===== src/rtl/tick_scheduler.sv =====
// Shared-prescaler tick scheduler: one base prescaler feeding NUM_CH per-channel
// period counters, reconfigured through a single-entry write port applied on base ticks.
module tick_channel #(
    parameter int PER_W = 8
) (
    input  logic             clk_in,
    input  logic             reset,
    input  logic             base_tick_i,
    input  logic             wr_i,
    input  logic [PER_W-1:0] wr_period_i,
    input  logic             wr_en_i,
    output logic             tick_o,
    output logic             active_o
);
    logic [PER_W-1:0] period_q, cnt_q;
    logic             en_q, tick_q;

    assign active_o = en_q && (period_q != '0);
    assign tick_o   = tick_q;

    always_ff @(posedge clk_in) begin
        if (reset) begin
            period_q <= '0;
            cnt_q    <= '0;
            en_q     <= 1'b0;
            tick_q   <= 1'b0;
        end else begin
            tick_q <= 1'b0;
            if (base_tick_i) begin
                // A write on this edge replaces the tick decision for this channel
                if (wr_i) begin
                    period_q <= wr_period_i;
                    en_q     <= wr_en_i;
                    cnt_q    <= '0;
                end else if (active_o) begin
                    if (cnt_q == period_q - 1'b1) begin
                        cnt_q  <= '0;
                        tick_q <= 1'b1;
                    end else begin
                        cnt_q <= cnt_q + 1'b1;
                    end
                end else begin
                    cnt_q <= '0;
                end
            end
        end
    end
endmodule

module tick_scheduler #(
    parameter int BASE_DIV = 1250000,
    parameter int NUM_CH   = 4,
    parameter int PER_W    = 8,
    localparam int CH_W    = (NUM_CH > 1) ? $clog2(NUM_CH) : 1
) (
    input  logic              clk_in,
    input  logic              reset,
    input  logic              cfg_valid,
    output logic              cfg_ready,
    input  logic [CH_W-1:0]   cfg_ch,
    input  logic [PER_W-1:0]  cfg_period,
    input  logic              cfg_enable,
    output logic              base_tick,
    output logic [NUM_CH-1:0] tick_out,
    output logic [NUM_CH-1:0] ch_active,
    output logic              cfg_pending
);
    localparam int PRE_W = (BASE_DIV > 1) ? $clog2(BASE_DIV) : 1;

    typedef struct packed {
        logic [CH_W-1:0]  ch;
        logic [PER_W-1:0] period;
        logic             en;
    } cfg_t;

    typedef enum logic {IDLE, PENDING} state_t;

    logic [PRE_W-1:0]  pre_cnt_q;
    state_t            state_q, state_d;
    cfg_t              cfg_q, cfg_d;
    logic              apply;
    logic [NUM_CH-1:0] wr_vec;

    assign base_tick = (pre_cnt_q == PRE_W'(BASE_DIV - 1));

    always_ff @(posedge clk_in) begin
        if (reset) begin
            pre_cnt_q <= '0;
            state_q   <= IDLE;
            cfg_q     <= '0;
        end else begin
            pre_cnt_q <= base_tick ? '0 : pre_cnt_q + 1'b1;
            state_q   <= state_d;
            cfg_q     <= cfg_d;
        end
    end

    // A handshake in IDLE never applies on the same edge, so a write
    // accepted during a base_tick cycle waits for the next one.
    always_comb begin
        state_d = state_q;
        cfg_d   = cfg_q;
        apply   = 1'b0;
        case (state_q)
            IDLE: begin
                if (cfg_valid && !reset) begin
                    state_d = PENDING;
                    cfg_d   = '{ch: cfg_ch, period: cfg_period, en: cfg_enable};
                end
            end
            PENDING: begin
                if (base_tick) begin
                    apply   = 1'b1;
                    state_d = IDLE;
                end
            end
            default: state_d = IDLE;
        endcase
    end

    assign cfg_ready   = reset || (state_q == IDLE);
    assign cfg_pending = !reset && (state_q == PENDING);

    for (genvar g = 0; g < NUM_CH; g++) begin : g_ch
        assign wr_vec[g] = apply && (cfg_q.ch == CH_W'(g));
        tick_channel #(.PER_W(PER_W)) u_ch (
            .clk_in      (clk_in),
            .reset       (reset),
            .base_tick_i (base_tick),
            .wr_i        (wr_vec[g]),
            .wr_period_i (cfg_q.period),
            .wr_en_i     (cfg_q.en),
            .tick_o      (tick_out[g]),
            .active_o    (ch_active[g])
        );
    end
endmodule


===== config.mk =====
export PLATFORM = sky130hd
export DESIGN_NAME = tick_scheduler
export DESIGN_NICKNAME = d
export VERILOG_FILES = /design/src/rtl/tick_scheduler.sv
export SDC_FILE = /design/constraint.sdc
export NUM_CORES = 1
export LEC_CHECK = 0
export ABC_AREA = 0
export CORE_MARGIN = 5
export CORE_UTILIZATION = 55
export CTS_CLUSTER_SIZE = 16
export DETAILED_ROUTE_END_ITERATION = 6
export HOLD_SLACK_MARGIN = 0.1
export PLACE_DENSITY = 0.73
export SLEW_MARGIN = 5
export SYNTH_ARGS = -nofsm -noshare
export SYNTH_HDL_FRONTEND = slang
export SYNTH_HIERARCHICAL = 1
export SYNTH_SLANG_ARGS = --single-unit

===== constraint.sdc =====
create_clock -name clk_in -period 7.4 [get_ports clk_in]
set_input_delay 1.48 -clock clk_in [delete_from_list [all_inputs] [get_ports clk_in]]
set_output_delay 1.48 -clock clk_in [all_outputs]
set_load 0.05 [all_outputs]

==> results of run 1 <==
-- cells by family after synthesis --
group           after synthesis
fa+ha+maj                    13
buf+inv                      49
simple gates                338
compound gates              131
flops                       105
xor+xnor                     36
mux                           7
-- per-stage QoR --
stage,cell area [µm²],total power [mW]
after floorplan,5820,0.607
after global placement,6060,0.623
after detailed placement,6060,0.623
after CTS,6240,0.948
after global routing,6240,0.975
final,6240,0.938
-- report_power, final --
| part | total (mW) | internal (mW) | switching, mW |
|---|---|---|---|
| Clock | 0.327 | 0.133 | 0.194 |
| Combinational | 0.0311 | 0.0124 | 0.0188 |
| Sequential | 0.579 | 0.571 | 0.00881 |
| Total | 0.938 | 0.716 | 0.222 |
-- worst max-delay path, cell delays in order, from the launching register on --
cell                              delay (ns)
sky130_fd_sc_hd__dfxtp_1                0.39
sky130_fd_sc_hd__ha_1                   0.24
sky130_fd_sc_hd__and4_1                 0.27
sky130_fd_sc_hd__nand4_1                0.25
sky130_fd_sc_hd__nor2_4                 0.16
sky130_fd_sc_hd__buf_4                  0.43
sky130_fd_sc_hd__clkdlybuf4s50_1        0.91
-- cell usage after synthesis, types with 8 or more instances --
| cell type | count | area share (%) |
|---|---|---|
| sky130_fd_sc_hd__dfxtp_1 | 105 | 36 |
| sky130_fd_sc_hd__nand2_1 | 86 | 5.5 |
| sky130_fd_sc_hd__nand3_1 | 65 | 5.6 |
| sky130_fd_sc_hd__a21oi_1 | 52 | 4.5 |
| sky130_fd_sc_hd__nor2_1 | 46 | 3.0 |
| sky130_fd_sc_hd__a31oi_1 | 42 | 4.5 |
| sky130_fd_sc_hd__xor2_1 | 24 | 3.6 |
| sky130_fd_sc_hd__inv_1 | 20 | 1.3 |
| sky130_fd_sc_hd__and3_1 | 17 | 1.8 |
| sky130_fd_sc_hd__nand3b_1 | 16 | 2.1 |
| sky130_fd_sc_hd__nand4_1 | 16 | 1.7 |
| sky130_fd_sc_hd__clkbuf_1 | 15 | 0.97 |
| sky130_fd_sc_hd__o21ai_0 | 15 | 1.3 |
| sky130_fd_sc_hd__ha_1 | 13 | 2.8 |
| sky130_fd_sc_hd__and4_1 | 9 | 1.4 |
| sky130_fd_sc_hd__or3b_1 | 9 | 1.4 |
| sky130_fd_sc_hd__a32oi_1 | 8 | 1.2 |
| sky130_fd_sc_hd__xnor2_1 | 8 | 1.2 |
-- per-layer routing --
layer  global-route usage [%]  vias to the layer above  part of all wire, %
met4                     7.29                        0                  1.5
li1                         -                     2501                    -
met5                        0                        -                    0
met3                     3.53                       17                  4.9
met1                     26.8                     2369                   46
met2                     33.3                      140                   47
-- cell type report --
type	instances	area [µm²]	area share [%]
clock inverter	4	27.5	0.441
timing repair buffer	27	258	4.13
tap	136	170	2.73
multi-input combinational	525	3460	55.5
inverter	20	75.1	1.20
sequential	105	2100	33.7
clock buffer	12	145	2.33
-- placed cells by master, fill, tap and decap left out, drive strengths merged, types with 5 or more instances in the layout --
cell           count
dfxtp            105
nand2             86
nand3             65
a21oi             53
nor2              46
a31oi             45
xor2              24
clkdlybuf4s50     23
inv               21
and3              20
nand4             17
nand3b            16
o21ai             16
ha                13
clkbuf            12
and4              10
nor4              10
nor3b             10
or3b               9
or3                9
xnor2              8
a32oi              8
nand2b             8
nor3               8
mux2i              7
nor4b              6
nor2b              5
-- flip-flops by register name, summed over array words and instances, names as in the netlist --
name / flops
cfg_q: 11
g_ch.u_ch/cnt_q: 32
g_ch.u_ch/en_q: 4
g_ch.u_ch/period_q: 32
g_ch.u_ch/tick_o: 4
pre_cnt_q: 21
state_q: 1
-- worst min path at each step --
stage / end / slack, ns / cells after the start
2_1_floorplan: pre_cnt_q[0] / 0.43 / 1
3_3_place_gp: pre_cnt_q[0] / 0.44 / 1
3_5_place_dp: g_ch[0].u_ch/en_q / 0.45 / 2
4_1_cts: g_ch[0].u_ch/en_q / 0.46 / 2
5_1_grt: g_ch[3].u_ch/en_q / 0.48 / 2
6_report: g_ch[0].u_ch/en_q / 0.46 / 2
==> results.txt, run 1 <==
* Run status: complete, no violations
- Number of resized instances in the post-cts repair step: 0
* Endpoint class of the critical path: output port
- Count of buffers inserted at the top-level ports: 24
- The most critical setup path has its endpoint at base_tick.
- Skew-Pair Late Insertion Delay: 0.37 ns
- From left edge to right edge, the die measures 113 µm.
- Counting I/O delays and the setup requirement, the final critical path takes 4.49 ns.
* Layout Utilization: 60.4%
* FP Rows: 37
* Number of top-level pins: 25
* Number of global-route vias before repair: 4636
- Measured against the total synthesized area, the mux share comes to 1.20%.
* Setup slack of the most critical reg-to-reg path: 4.11 ns
* Hold buffers post-CTS: 0
* Startpoint type of the worst setup path: flop
- DRT iter0 DRCs: 389
* Number of synthesized flops with an enable pin: 0
* Depth of the worst register-to-register path: 10
- Yosys mapped the design onto 55 distinct sky130hd cell types.
- The worst-case IR drop observed on VDD is about 86 µV.
* Post-route insts no fill: 829
- The critical path is of the reg2out type.
- Clk sinks: 105
- Summed over all cells, the static leakage comes to 2.08 nW.
* Max-slew violations: 0
- Worst slack on hold paths: 0.460 ns
* DRC Markers: 0
- Simple-gate area share of the yosys netlist: about a third
- Antenna violations before repair: 0
* Parity-gate share of the synthesized area counting xor and xnor cells: 6.36%
- The routed layout has 5027 vias.
- Number of H-tree levels: 3
- Die Y-Extent: 113 µm
- Max clock buf depth: 2
- Reg clk slew, reported paths: 0.10 ns
- Setup repair after global routing left no endpoint under its margin.
- Average instance area after synthesis: 8.58 µm²
- After synthesis, the largest family of logic cells by area is simple AND/OR/NAND/NOR gates.
* Register bit total from synthesis: 105
- The synthesized netlist devotes 14.6% of its cell area to compound gates.
- Tracing the worst setup path back leads to its startpoint at pre_cnt_q[0].
- Required time at the worst-slack endpoint: 5.92 ns
* Share of post-route cells with drive strength above 1: 9.38%
- Based on the critical path, the design can be clocked at up to 223 MHz.
- TritonCTS clock tree: built
* Final nets: roughly 720
- Using the TritonRoute via totals, the vias-per-cell ratio works out to 6.06.
* Launch point of the worst reg-to-reg path: pre_cnt_q[0]
- Number of maximum-capacitance constraint violations: 0
- Share of the clock period used by the worst path: between 60% and 70%
- After detailed placement, the design holds a cell count of 813.
* Pin count of the biggest net entering global routing: 68
* HPWL reported at the end of detailed placement: between 8000 and 9000 µm
* Slew margin rel.: 38.3%
* Final WL: 12900 µm
* Total inserted antenna cells: 0
* Routability congestion estimate from global placement: 0.802
- Startpoint of the worst hold path: g_ch[0].u_ch/en_q
- Wire length of the first global-routing pass: 21800 µm
- The min-delay analysis places its worst path in the category reg2reg.
- At the pin with the least slew margin, the transition time is roughly 0.9 ns.
- Setup violations remaining at the end of the flow were counted as 0.
- During synthesis, Yosys emitted a total of 6 warnings.
- Final clock skew: ~0.013 ns
* Data arrival time at the worst-slack endpoint: about 3.0 ns
* Power per standard cell area: 150 nW/µm²
* Worst R2R End: g_ch[1].u_ch/cnt_q[4]
- In the global route stage, overall resource usage came out at 20.3%.
- Total global routing overflow: 0
- The initial utilization of the core area, before any placement, comes to 56.4%.
* Largest fanout of any net on the critical path: 49
- Setup slack after placement: approximately 2.9 ns
- After floorplanning, the core was sized to cover 10300 µm².
- Number of nets with antenna violations after detailed routing: 0
- The synthesized netlist devotes 2.79% of its cell area to adder and majority cells.
- In the final routed layout, each cell accounts on average for 15.6 µm.
- Adding up every negative setup slack in the final design gives 0 ns.
- Synthesis produced a netlist with a net count of ~700.
- Post-synth design cell area: 5820 µm²
- Root buffer cell: sky130_fd_sc_hd__clkbuf_8
- The die covers 12700 µm².
* Synth-to-layout area growth: 7.09%
- Worst-case setup margin in the final layout: 2.91 ns
* Most instantiated flip-flop cell in the synthesis netlist: sky130_fd_sc_hd__dfxtp_1
* Inserted Clock Buffers: 9
* Share of flip-flops with an asynchronous set or reset: 0%
* Mapped Cells: 679
- Hold violation total from the final report: 0
- For this run, the register share of the synthesized area comes to approximately 36%.
* Fill count: between 900 and 1000
- The first TritonRoute pass finished after 5 iterations.
- Post-CTS timing repair inserted 0 buffers for setup.
Note: power is estimated with default switching activity, not from simulation.
==> inputs of run 2 (changes only) <==
--- a/config.mk
+++ b/config.mk
@@ -11,7 +11,7 @@
 export CTS_CLUSTER_SIZE = 16
 export DETAILED_ROUTE_END_ITERATION = 6
 export HOLD_SLACK_MARGIN = 0.1
-export PLACE_DENSITY = 0.73
+export PLACE_DENSITY = 0.76
 export SLEW_MARGIN = 5
 export SYNTH_ARGS = -nofsm -noshare
 export SYNTH_HDL_FRONTEND = slang
==> constraint.sdc (replaced) <==
create_clock -name clk_in -period 3.95 [get_ports clk_in]
set_input_delay 0.79 -clock clk_in [delete_from_list [all_inputs] [get_ports clk_in]]
set_output_delay 0.79 -clock clk_in [all_outputs]
set_load 0.05 [all_outputs]
==> results.txt, run 2 (synthesized netlist as in run 1, its figures left out) <==
- Run status: complete, no violations
- Number of maximum-capacitance constraint violations: 0 (unchanged)
* Antenna violations before repair: 0 (unchanged)
- The top-level I/O count was 25 (unchanged).
* Highest-count cells in the layout ignoring fill and taps: sky130_fd_sc_hd__dfxtp_1, sky130_fd_sc_hd__nand2_1, sky130_fd_sc_hd__nand3_1
- Die Y-Extent: 113 µm (unchanged)
* GR Layer Usage met1: 25.6% (-1.1 points)
* Tightest Hold Check Type: reg2reg
- Number of resized instances in the post-cts repair step: 0 (unchanged)
- DRT iter0 DRCs: 257 (-34%)
- The worst hold slack after final layout is 0.466 ns (+0.00615 ns).
- The clock sink count is 105 (unchanged).
- TritonCTS built the clock tree.
- The overall routed net length is 12900 µm (-0.58%).
* FP Rows: 37 (unchanged)
- Transition time at the pin with the least slew margin: 0.861 ns (-0.0608 ns)
- The via count of the routed design is 5060 (+0.66%).
- The largest registers in the layout are g_ch.u_ch/cnt_q x32, g_ch.u_ch/period_q x32, pre_cnt_q x21.
* Vias per Instance: 6.10 (+0.54%)
- Number of nets with antenna violations after detailed routing: 0 (unchanged)
* Hold buffers post-CTS: 0 (unchanged)
- The maximum number of pins on one net before global-route repair came to 68 (unchanged).
- The count of port buffers added during placement came to 24 (unchanged).
* Post CTS Setup Buffer Count: 0 (unchanged)
* Max clock buf depth: 2 (unchanged)
- The routability-driven placement congestion ratio came to 0.824 (+2.7%).
- The maximum vdd ir drop was 250 µV (+190%).
* Setup_tns: 0 ns (unchanged)
* Setup slack of the most critical reg-to-reg path: 0.93 ns (-3.18 ns)
* Clock period minus worst slack: 3.38 ns
* Hold violation total from the final report: 0 (unchanged)
* Starting Density: 56.4% (unchanged)
- The placed instance count is 815 (+0.25%).
* Busiest metal layer after global routing: met2
- Startpoint of the worst hold path: pre_cnt_q[0]
* Total global routing overflow: 0 (unchanged)
* DRC Markers: 0 (unchanged)
* Number of H-tree levels: 3 (unchanged)
- The peak fanout along the critical path was 9 (-82%).
* Number of global-route vias before repair: 4785 (+3.2%)
- Number of detailed-route iterations in the first pass: 5 (unchanged)
- The data required time at the worst endpoint is 3.16 ns (-2.76 ns).
* Peak clock frequency supported by timing: around 300 MHz
* Startpoint type of the worst setup path: flop
- The post-layout instance count excluding filler cells came to 830 (+0.12%).
- The area enclosed by the die boundary is 12700 µm² (unchanged).
* Reg clk slew, reported paths: 0.09 ns (about the same)
- Wire length of the first global-routing pass: 22000 µm (+0.79%)
- The worst register-to-register path begins at pre_cnt_q[0].
- The number of filler cells placed in the layout was 920 (-0.65%).
* Static Leak: 2.11 nW (+1.2%)
- Data arrival time at the worst-slack endpoint: 2.59 ns (-0.42 ns)
- RSZ-0062 raised after global routing: no
- The met2 track utilization from global routing is 34.3% (+0.99 points).
- The global-route track usage on met3 is 5.13% (+1.6 points).
- The power density of the placed cells was 293 nW/µm² (+95%).
- Root buffer cell: sky130_fd_sc_hd__clkbuf_8
* Share of post-route cells with drive strength above 1: 9.80% (+0.42 points)
- Total routing resource utilization after global routing: 20.7% (+0.40 points)
- The sum of net half-perimeters after detailed placement is 9130 µm (+1.5%).
- The net total in the final layout came to 717 (+0.28%).
* Synth-to-layout area growth: 7.89%
- The clock latency reported for the late side of the worst-skew pair was 0.39 ns (+0.02 ns).
- The number of failing setup endpoints in the final timing report is 0 (unchanged).
- Most common library cell in the layout ignoring fill and taps: sky130_fd_sc_hd__dfxtp_1
- The antenna diode count was 0 (unchanged).
* Slew margin rel.: 42.4% (+4.1 points)
* Drt wl/cell: 15.5 µm (-0.70%)
- In this run the worst setup path begins at pre_cnt_q[0].
- In the finished design, the share of the clock period the worst path needs comes to 85.7%.
* Final clock skew: 0.0147 ns (+0.00125 ns)
- Max-slew violations: 0 (unchanged)
- Core ar.: 10300 µm² (unchanged)
- Layout Utilization: 60.9% (+0.45 points)
- Inserted Clock Buffers: 9 (unchanged)
- Endpoint class of the critical path: output port
- Horizontal die dimension: 113 µm (unchanged)
- Critical path class: reg2out
[run 2: cell count changes in the layout (fill, tap and decap cells not counted)]
cell,change
sky130_fd_sc_hd__buf_4,+2
sky130_fd_sc_hd__bufinv_16,+1
sky130_fd_sc_hd__clkbuf_1,-2
sky130_fd_sc_hd__clkbuf_8,+1
sky130_fd_sc_hd__clkinv_2,-1
sky130_fd_sc_hd__clkinv_4,+1
sky130_fd_sc_hd__inv_6,-1
[run 2: power by group]
group | switching [mW] | internal [mW] | total [mW]
sequential | 0.0170 | 1.07 | 1.09
combinational | 0.0349 | 0.0237 | 0.0586
clock | 0.371 | 0.326 | 0.697
total | 0.423 | 1.42 | 1.84
[run 2: area by class of cell]
class	instances	area (µm²)	share of cell area [%]
inverters	20	75.1	1.19
repair buffers	29	273	4.34
well taps	136	170	2.71
multi-input cells	525	3460	55.0
clock buffers	11	151	2.41
clock inverters	4	52.6	0.836
flip-flops and latches	105	2100	33.5
[run 2: per-stage QoR]
stage / setup WS [ns] / area (µm²) / power (mW)
2_1_floorplan: 0.672 / 5820 / 1.14
3_3_place_gp: 1.03 / 6080 / 1.17
3_5_place_dp: 0.964 / 6080 / 1.17
4_1_cts: 0.521 / 6280 / 1.86
5_1_grt: 0.416 / 6280 / 1.91
6_report: 0.566 / 6280 / 1.84
[run 2: worst paths after layout]
check	to	cells past startpoint
setup / recovery	base_tick	5
hold / removal	pre_cnt_q[0]	1
setup reg to reg	g_ch[3].u_ch/cnt_q[2]	9
hold reg to reg	pre_cnt_q[0]	1
[run 2: critical path: stages, from the launching register on]
cell and delay (ns):
sky130_fd_sc_hd__dfxtp_1 0.38, sky130_fd_sc_hd__ha_1 0.23, sky130_fd_sc_hd__and4_1 0.25, sky130_fd_sc_hd__nand4_1 0.22, sky130_fd_sc_hd__nor2_4 0.29, sky130_fd_sc_hd__clkdlybuf4s50_1 0.85
[run 2: layer usage]
| layer | vias to the layer above | wire length (µm) |
|---|---|---|
| met5 | - | 0 |
| met4 | 0 | 279 |
| met3 | 27 | 612 |
| met2 | 133 | 6140 |
| met1 | 2396 | 5840 |
| li1 | 2504 | - |
==> inputs of run 3 (changes only) <==
--- a/config.mk
+++ b/config.mk
@@ -11,7 +11,8 @@
 export CTS_CLUSTER_SIZE = 16
 export DETAILED_ROUTE_END_ITERATION = 6
 export HOLD_SLACK_MARGIN = 0.1
-export PLACE_DENSITY = 0.76
+export PLACE_DENSITY = 0.73
+export RECOVER_POWER = 50
 export SLEW_MARGIN = 5
 export SYNTH_ARGS = -nofsm -noshare
 export SYNTH_HDL_FRONTEND = slang
==> constraint.sdc (replaced) <==
create_clock -name clk_in -period 3.9 [get_ports clk_in]
set_input_delay 0.78 -clock clk_in [delete_from_list [all_inputs] [get_ports clk_in]]
set_output_delay 0.78 -clock clk_in [all_outputs]
set_load 0.05 [all_outputs]
==> results.txt, run 3 (synthesized netlist as in run 1, its figures left out) <==
- The flow ran to the end, but the final reports show violations.
* Failing checks: max-capacitance violations, max-slew violations
- DRT iter0 DRCs: 361 (+40%)
* Clk sinks: 105 (unchanged)
- The placed instance count was 816 (+0.12%).
- The worst hold path belongs to the class reg2reg.
* Final nets: 718 (+0.14%)
- Placed Instance Area: 6090 µm² (+0.12%)
* Number of global-route vias before repair: 4745 (-0.84%)
- The final-layout setup total negative slack is 0 ns (unchanged).
* Synth-to-layout area growth: 7.20%
- Die Footprint: 12700 µm² (unchanged)
* Total inserted antenna cells: 0 (unchanged)
* Number of maximum-capacitance constraint violations: 1 (+1)
- Startpoint type of the worst setup path: flop
- TritonCTS built the clock tree.
* DRC Markers: 0 (unchanged)
* Count of buffers inserted at the top-level ports: 24 (unchanged)
* Total routing resource utilization after global routing: 20.3% (-0.35 points)
- Final WL: 12600 µm (-1.7%)
- Static Leak: 2.10 nW (-0.52%)
* Core ar.: 10300 µm² (unchanged)
- Max-slew violations: 18 (+18)
- The via density per instance came to 5.97 (-2.1%).
* Inserted Clock Buffers: 9 (unchanged)
- The via count of the routed design came to 4965 (-1.9%).
- The die outline height was 113 µm (unchanged).
- Transition time at the pin with the least slew margin: 1.92 ns (+1.06 ns)
* Horizontal die dimension: 113 µm (unchanged)
- Antenna violations before repair: 0 (unchanged)
- Slew margin rel.: -29.4% (-72 points)
- Endpoint class of the critical path: output port
- Most common library cell in the layout ignoring fill and taps: sky130_fd_sc_hd__dfxtp_1
- Number of nets with antenna violations after detailed routing: 0 (unchanged)
- Max clock buf depth: 2 (unchanged)
- Post-route insts no fill: 832 (+0.24%)
- RSZ-0062 raised after global routing: no
- Number of detailed-route iterations in the first pass: 5 (unchanged)
* Critical Path Slowest Stage Cell: sky130_fd_sc_hd__clkdlybuf4s50_1
- Share of post-route cells with drive strength above 1: 8.62% (-1.2 points)
- The number of endpoints with negative hold slack in the final report came to 0 (unchanged).
- The worst setup path is of the reg2out kind.
- The number of filler cells placed in the layout came to 928 (+0.87%).
- Starting Density: 56.4% (unchanged)
* Data arrival time at the worst-slack endpoint: 2.46 ns (-0.13 ns)
- FP Rows: 37 (unchanged)
- Highest-count cells in the layout ignoring fill and taps: sky130_fd_sc_hd__dfxtp_1, sky130_fd_sc_hd__nand2_1, sky130_fd_sc_hd__nand3_1
- Maximum single-stage delay on the critical path: 0.86 ns (about the same)
- The maximum vdd ir drop came to 283 µV (+13%).
- Ordered list of cells on the worst path: ha_1 > and4_1 > nand4_1 > nor2_4 > clkdlybuf4s50_1
* Routability congestion estimate from global placement: 0.874 (+6.0%)
- Largest registers: g_ch.u_ch/cnt_q x32, g_ch.u_ch/period_q x32, pre_cnt_q x21
- The wire length of the first global-routing pass was 21700 µm (-1.3%).
* Largest fanout of any net on the critical path: 4 (-5)
- The root buffer cell chosen for the clock tree is sky130_fd_sc_hd__clkbuf_8.
* Required time at the worst-slack endpoint: 3.12 ns (-0.04 ns)
* Number of resized instances in the post-cts repair step: 0 (unchanged)
* Design Area, Final: 6240 µm² (-0.64%)
* Skew-Pair Late Insertion Delay: 0.37 ns (-0.02 ns)
* Post CTS Setup Buffer Count: 0 (unchanged)
- Endpoints failing setup: 0 (unchanged)
* Peak clock frequency supported by timing: ~310 MHz
* Share of the clock period used by the worst path: 83.0%
- The worst path needs 3.24 ns of the cycle, external delays included.
- Final clock skew: 0.00674 ns (-0.00798 ns)
- Reg clk slew, reported paths: 0.09 ns (about the same)
- Hold buffers post-CTS: 0 (unchanged)
* Pin count of the biggest net entering global routing: 68 (unchanged)
- Power per standard cell area: 290 nW/µm² (-0.93%)
* Total global routing overflow: 0 (unchanged)
* Drt wl/cell: 15.2 µm (-2.0%)
* HPWL reported at the end of detailed placement: 8920 µm (-2.4%)
* Number of H-tree levels: 3 (unchanged)
- Number of top-level pins: 25 (unchanged)
==> run 3: cell types whose count changed in the layout (fill, tap and decap cells not counted), sizes merged <==
cell / before / now
dlygate4sd3: 0 / 4
clkinvlp: 0 / 1
clkdlybuf4s50: 23 / 19
buf: 6 / 3
clkbuf: 11 / 15
==> run 3: where the power goes <==
| group | leakage, nW | switching, mW | internal, mW |
|---|---|---|---|
| clock network | 0.0933 | 0.358 | 0.296 |
| registers | 0.848 | 0.0178 | 1.08 |
| logic | 1.15 | 0.0351 | 0.0229 |
==> run 3: stage by stage <==
step	util [%]	hold slack, ns	power (mW)	setup slack [ns]
2_1_floorplan	-	0.426	1.15	0.622
3_3_place_gp	59.0	0.439	1.18	0.893
3_5_place_dp	59.0	0.450	1.18	0.659
4_1_cts	60.8	0.464	1.84	0.606
5_1_grt	60.5	0.489	1.89	0.392
6_report	60.5	0.462	1.81	0.661
==> run 3: cell type report <==
type / instances / area, µm² / share of cell area, %
Multi-Input combinational cell: 525 / 3440 / 55.1
Sequential cell: 105 / 2100 / 33.7
Timing Repair Buffer: 30 / 268 / 4.29
Tap cell: 136 / 170 / 2.73
Clock buffer: 11 / 131 / 2.10
Inverter: 20 / 75.1 / 1.20
Clock inverter: 5 / 56.3 / 0.902
==> run 3: final timing paths <==
kind,to,slack (ns),from,cells after the start
setup / recovery,base_tick,0.66,pre_cnt_q[0],5
hold / removal,g_ch[3].u_ch/en_q,0.46,g_ch[3].u_ch/en_q,2
setup reg to reg,g_ch[1].u_ch/cnt_q[5],0.66,pre_cnt_q[0],10
hold reg to reg,g_ch[3].u_ch/en_q,0.46,g_ch[3].u_ch/en_q,2
==> run 3: critical path: cells and delay by family, from the launching register on <==
family	cells	cell delay (ns)
flops	1	0.39
buf+inv	1	0.86
fa+ha+maj	1	0.24
simple gates	3	0.60
==> run 3: layer usage <==
metal  global-route usage, %  share of wire, %  vias up
met5                       0                 0        -
met3                    5.29               3.8       23
met4                    7.45               2.3        0
li1                        -                 -     2500
met1                    25.8                47     2349
met2                    33.3                47       93
